File: config.mk
export PLATFORM = sky130hd
export DESIGN_NAME = cond_flag_unit
export DESIGN_NICKNAME = d
export VERILOG_FILES = /design/src/rtl/cond_flag_unit.sv
export SDC_FILE = /design/constraint.sdc
export NUM_CORES = 1
export LEC_CHECK = 0
export ABC_AREA = 1
export CORE_AREA = 2 2 39 41
export CTS_BUF_LIST = sky130_fd_sc_hd__clkbuf_8
export DETAILED_ROUTE_END_ITERATION = 8
export DIE_AREA = 0 0 41 43
export MAX_ROUTING_LAYER = met4
export PLACE_DENSITY = 0.86
export REMOVE_ABC_BUFFERS = 1
export SYNTH_ARGS = -nofsm -noshare
export SYNTH_HDL_FRONTEND = slang
export SYNTH_SLANG_ARGS = --single-unit
export TNS_END_PERCENT = 50
File: constraint.sdc
create_clock -name clk -period 1.6 [get_ports clk]
set_clock_uncertainty 0.15 [all_clocks]
set_input_delay 0.32 -clock clk [delete_from_list [all_inputs] [get_ports clk]]
set_output_delay 0.32 -clock clk [all_outputs]
set_load 0.02 [all_outputs]
File: src/rtl/cond_flag_unit.sv
// NZCV flags register plus a condition-code evaluator with a single-entry result buffer.
// Define COND_FLAG_OVF_COUNT_EN to build the saturating overflow-write counter.
module cond_flag_unit #(
    parameter int CNT_W = 8
) (
    input  logic             clk,
    input  logic             rst_n,
    input  logic [3:0]       flags_in,
    input  logic             flags_we,
    input  logic             cond_valid,
    input  logic [3:0]       cond,
    output logic             cond_ready,
    output logic             pass_valid,
    output logic             pass,
    input  logic             pass_ready,
    output logic [3:0]       flags_q,
    input  logic             ovf_clr,
    output logic [CNT_W-1:0] ovf_count
);
    localparam logic ST_EMPTY = 1'b0;
    localparam logic ST_FULL  = 1'b1;

    logic       r_state;
    logic       r_pass;
    logic [3:0] r_flags;
    logic       w_accept;
    logic       w_eval;
    logic       w_n, w_z, w_c, w_v;

    assign {w_n, w_z, w_c, w_v} = r_flags;

    // Ready is gated by reset so nothing is accepted while the unit is held in reset.
    assign cond_ready = rst_n & ((r_state == ST_EMPTY) | pass_ready);
    assign w_accept   = cond_valid & cond_ready;

    always_comb begin
        w_eval = 1'b0;
        case (cond)
            4'd0:  w_eval = w_z;
            4'd1:  w_eval = ~w_z;
            4'd2:  w_eval = w_c;
            4'd3:  w_eval = ~w_c;
            4'd4:  w_eval = w_n;
            4'd5:  w_eval = ~w_n;
            4'd6:  w_eval = w_v;
            4'd7:  w_eval = ~w_v;
            4'd8:  w_eval = w_c & ~w_z;
            4'd9:  w_eval = ~w_c | w_z;
            4'd10: w_eval = (w_n == w_v);
            4'd11: w_eval = (w_n != w_v);
            4'd12: w_eval = ~w_z & (w_n == w_v);
            4'd13: w_eval = w_z | (w_n != w_v);
            4'd14: w_eval = 1'b1;
            default: w_eval = 1'b0;
        endcase
    end

    // Evaluation reads r_flags before any same-cycle write lands: no bypass.
    always_ff @(posedge clk) begin
        if (!rst_n) begin
            r_state <= ST_EMPTY;
            r_pass  <= 1'b0;
            r_flags <= 4'b0000;
        end else begin
            if (flags_we)
                r_flags <= flags_in;
            case (r_state)
                ST_EMPTY: begin
                    if (w_accept) begin
                        r_state <= ST_FULL;
                        r_pass  <= w_eval;
                    end
                end
                default: begin
                    if (w_accept)
                        r_pass <= w_eval;
                    else if (pass_ready)
                        r_state <= ST_EMPTY;
                end
            endcase
        end
    end

    assign pass_valid = (r_state == ST_FULL);
    assign pass       = r_pass;
    assign flags_q    = r_flags;

`ifdef COND_FLAG_OVF_COUNT_EN
    logic [CNT_W-1:0] r_ovf_cnt;

    always_ff @(posedge clk) begin
        if (!rst_n || ovf_clr)
            r_ovf_cnt <= '0;
        else if (flags_we && flags_in[0] && (r_ovf_cnt != {CNT_W{1'b1}}))
            r_ovf_cnt <= r_ovf_cnt + 1'b1;
    end

    assign ovf_count = r_ovf_cnt;
`else
    logic w_unused_ovf_clr;
    assign w_unused_ovf_clr = ovf_clr;
    assign ovf_count        = '0;
`endif

endmodule

======== After elaboration in Yosys (flattened, before gate mapping) ========
Index checks and enable logic that the tools add are counted.
storage, ports and cells
  output and inout bits ................... 15
  register bits ........................... 6
  logic and storage cells ................. 37
  input port bits ......................... 14
cells by class
  equality and inequality tests ........... 16
  reductions and logical operators ........ 1
  bitwise gates (word level) .............. 12
  mux-type cells .......................... 5
operator list
  kind                  number
  $eq A4 B4 Y1 const B  7
  $eq A4 B3 Y1 const B  4
  $pmux W1 S15          1
  $eq A4 B2 Y1 const B  2
  $not A1 Y1            5
  $and A1 B1 Y1         4
  $eq A4 B1 Y1 const B  1
  $logic_not A4 Y1      1
  $mux W1               4
  $or A1 B1 Y1          3
  $eq A1 B1 Y1          1
  $ne A1 B1 Y1          1

======== Logic depth before layout (Yosys ltp) ========
  word-level depth ........................ 6
  depth in mapped cells ................... 10
  mapped depth without buffers ............ 10

======== Worst setup path before layout ========
Ideal clock, no wire load.
  path type ............................... register to register
  from .................................... register r_state, in the netlist pass_valid
  to ...................................... register r_pass, in the netlist pass
  data required time ...................... 1.384 ns
  arrival ................................. 1.125 ns
  slack ................................... 0.259 ns
  clock period less this slack ............ 1.341 ns
  buffers on the path ..................... 0
  cell stages (with the launch flop) ...... 8
  library setup time ...................... 0.066 ns
  cells stage by stage .................... dfxtp_1 nand2_1 inv_2 nor2_1 nand2_1 inv_1 nand2_1 a21oi_2
between the ends
  cells in the longest elaborated chain, start to end .. 4
RTL lines
  item                    line  text
  start, declared         23    logic r_state;
  start signal, assigned  61    r_state <= ST_EMPTY;
  start signal, assigned  70    r_state <= ST_FULL;
  start signal, assigned  78    r_state <= ST_EMPTY;
  $not A1 Y1              -
  $or A1 B1 Y1            33    assign cond_ready = rst_n & ((r_state == ST_EMPTY) | pass_ready);
  $and A1 B1 Y1           33
  net cond_ready          12    output logic cond_ready,
  $and A1 B1 Y1           34    assign w_accept = cond_valid & cond_ready;
  end signal, assigned    71    r_pass <= w_eval;
  end signal, assigned    76    r_pass <= w_eval;
  end, declared           24    logic r_pass;
The timed path passes the listed nets, and every way through them passes these cells.
A chain may end at the register's enable or synchronous reset.

======== Worst setup path in the final report ========
  from .................................... input port rst_n
  to ...................................... output port cond_ready
between the ends
  cells in the longest elaborated chain, start to end .. 1
RTL lines
  item             line  text
  start, declared  7     input logic rst_n,
  $and A1 B1 Y1    33
  end, declared    12
No other way between the ends.

==> impl_metrics.tcl <==
set metrics [dict create \
    gp_congestion 0.8439 \
    endpoint "cond_ready" \
    worst-path-max-fanout 2 \
    cts_hold_buffers 0 \
    hold_violations 0 \
    die_area_sq_um 1763 \
    critPathCaptureType "output pin" \
    synth.avg_cell_area_sq_um 5.638 \
    cp-start-kind "input port" \
    synth_largest_area_cell "dfxtp_1" \
    clockBufferDepth 2 \
    initial_core_util_pct 35.44 \
    postLayoutCellArea_sq_um 760.7 \
    n_antenna_cell 0 \
    portBuffers 19 \
    routed-wl-met3_microns 69 \
    via_per_inst 4.442 \
    hold_path_depth 2 \
    max_freq_mhz 629.1 \
    cts-htree-levels 1 \
    antenna_found_initial 0 \
    vias 573 \
    synth_top_area_share_pct 24.49 \
    cap_violations 0 \
    cts_tree "done" \
    synth.area.top_cells "dfxtp_1 (24%), nand2_1 (21%), buf_4 (12%), nor2_1 (9.2%), inv_1 (6.9%)" \
    wl_met1_microns 459 \
    path_clk_slew_ns 0.04 \
    row_count 14 \
    die_x_microns 41 \
    drtIter0Drc 13 \
    drtAntennaViolNets 0 \
    r2r-end "pass$_SDFFE_PN0P_" \
    cts_buffers 3 \
    grtUsageTotal_pct 16.60 \
    grt_pass1_vias 534 \
    wl_per_cell_microns 9.240 \
    ir_drop_mv 0.5496 \
    status "finished clean" \
    pre_cts_ws_ns -0.5439 \
    switching_share_pct 30.23 \
    met2_length_microns 643 \
    hpwl_microns 929.3 \
    power_density_nw_per_um2 741.7 \
    drt_wl_total_microns 1192 \
    setup_viol 0 \
    yosys_warnings 0 \
    grt_max_degree 8 \
    areaGrowthSynthToFinish_pct 55.10 \
    rr_worst_depth 10 \
    clock_sinks 6 \
    route.detailed.drc 0 \
    final_net_count 129 \
    p_seq_share_pct 29.7 \
    netlist_area_sq_um 490.5 \
    timing.hold.ws_ns 0.3304 \
    synthCells 87 \
    p_sw_uw 170.6 \
    first_pass_iters 4 \
    clk_latency_ns 0.22 \
    path_class "in -> out" \
    cell_internal_pwr_uw 393.7 \
    grt_pass1_wl_microns 1952 \
    comb_power_share_pct 29.9 \
    core_sq_um 1384 \
    ys_types 17 \
    overflow 0 \
    required_ns 1.13 \
    root_buffer "clkbuf_8" \
    rrSetupSlack_ns 0.31 \
    drv_slew 0 \
    clkPwrFrac_pct 40.4 \
    synth_seq_cells 6 \
    p_leak_uw 0.0004384 \
    chipHeight_microns 43 \
    cp.arrival_ns 1.12 \
    layout-drive-gt1-share_pct 18.58 \
    fin_crit_sh_pct 99.36 \
    ios 29 \
    seq_area_frac_synth_pct 24.49 \
    top_layer "met4" \
    crit_start "rst_n" \
    r2r-start "flags_q[3]$_SDFFE_PN0P_" \
    layout_min_cycle_time_ns 1.590 \
    fin_ws_ns 0.01032 \
    place_area_sq_um 696.9 \
    hold_class "reg -> reg" \
]
Yosys cell counts:
cell type	n
o21ai_1	4
nor2_1	12
a21oi_2	1
nand3_1	3
dfxtp_1	6
nor2_2	1
a21oi_1	5
o21ai_0	3
inv_1	9
inv_2	3
nor3_1	1
clkinv_1	1
nand2_2	1
buf_4	8
nand3_2	1
conb_1	1
nand2_1	27
registers in the layout, summed over array words and instances, names as in the netlist:
register,flops
flags_q,4
pass,1
pass_valid,1
layout make-up:
type	count	area [sq um]
Clock buffer	3	41.29
Fill cell	137	623.1
Inverter	13	48.80
Multi-Input combinational cell	67	300.3
Sequential cell	6	120.1
Tap cell	16	20.02
Timing Repair Buffer	24	230.2
power groups by stage:
| stage | clock network, uW | logic (uW) | registers [uW] |
|---|---|---|---|
| 5_1_grt | 233 | 187 | 169 |
| 4_1_cts | 232 | 166 | 167 |
| 6_report | 228 | 169 | 168 |
| 2_1_floorplan | 0 | 77.6 | 183 |
| 3_3_place_gp | 0 | 165 | 170 |
| 3_5_place_dp | 0 | 169 | 170 |
placed cells by master, fill, tap and decap left out:
master,instances
a21oi_1,5
a21oi_2,1
buf_4,5
buf_6,1
clkbuf_8,3
clkdlybuf4s50_1,7
clkinv_1,1
conb_1,8
dfxtp_1,6
dlygate4sd2_1,7
dlymetal6s2s_1,4
inv_1,7
inv_2,5
nand2_1,26
nand2_2,2
nand3_1,3
nand3_2,1
nor2_1,10
nor2_2,2
nor2_4,1
nor3_1,1
o21ai_0,3
o21ai_1,4
metrics by stage:
stage                TNS, ns  total power (uW)  std cells  util (%)
finish                     0             564.3        129     54.97
floorplan                  0             260.5         86         -
CTS                 -0.02780             564.7        128     53.35
global route        -0.02114             590.2        129     54.97
global placement     -0.6961             335.5        125     50.36
detailed placement   -0.7765             339.0        125     50.36
layer usage:
| layer | vias up | GRT usage, % |
|---|---|---|
| met2 | 21 | 25.62 |
| li1 | 303 | - |
| met4 | 0 | 13.33 |
| met5 | - | - |
| met1 | 245 | 18.12 |
| met3 | 4 | 1.571 |
worst min path at each step:
stage / startpoint / endpoint / slack (ns)
after floorplan: cond_valid / pass_valid$_SDFF_PN0_ / 0.29
after global placement: pass$_SDFFE_PN0P_ / pass$_SDFFE_PN0P_ / 0.31
after detailed placement: pass$_SDFFE_PN0P_ / pass$_SDFFE_PN0P_ / 0.32
after CTS: pass$_SDFFE_PN0P_ / pass$_SDFFE_PN0P_ / 0.33
after global routing: pass$_SDFFE_PN0P_ / pass$_SDFFE_PN0P_ / 0.37
final: pass$_SDFFE_PN0P_ / pass$_SDFFE_PN0P_ / 0.33
cell families (layout without fill, tap and decap cells):
family,Yosys count,count (layout),synth area share (%)
AO/OA/AOI/OAI,13,13,14.03
AND/OR/NAND/NOR,46,46,38.52
other,1,8,0.7646
flip-flops,6,6,24.49
buffers and inverters,21,40,22.19
worst max-delay path, stage by stage:
cell and delay (ns):
clkdlybuf4s50_1 0.50, inv_2 0.07, nor2_4 0.10, buf_6 0.12
timing repair:
action                     in CTS  in global routing
buffers inserted                0                  1
setup endpoints to repair       8                  2
resized for setup              15                  8
pin swaps                       0                  1
Note: power is estimated with default switching activity, not from simulation.
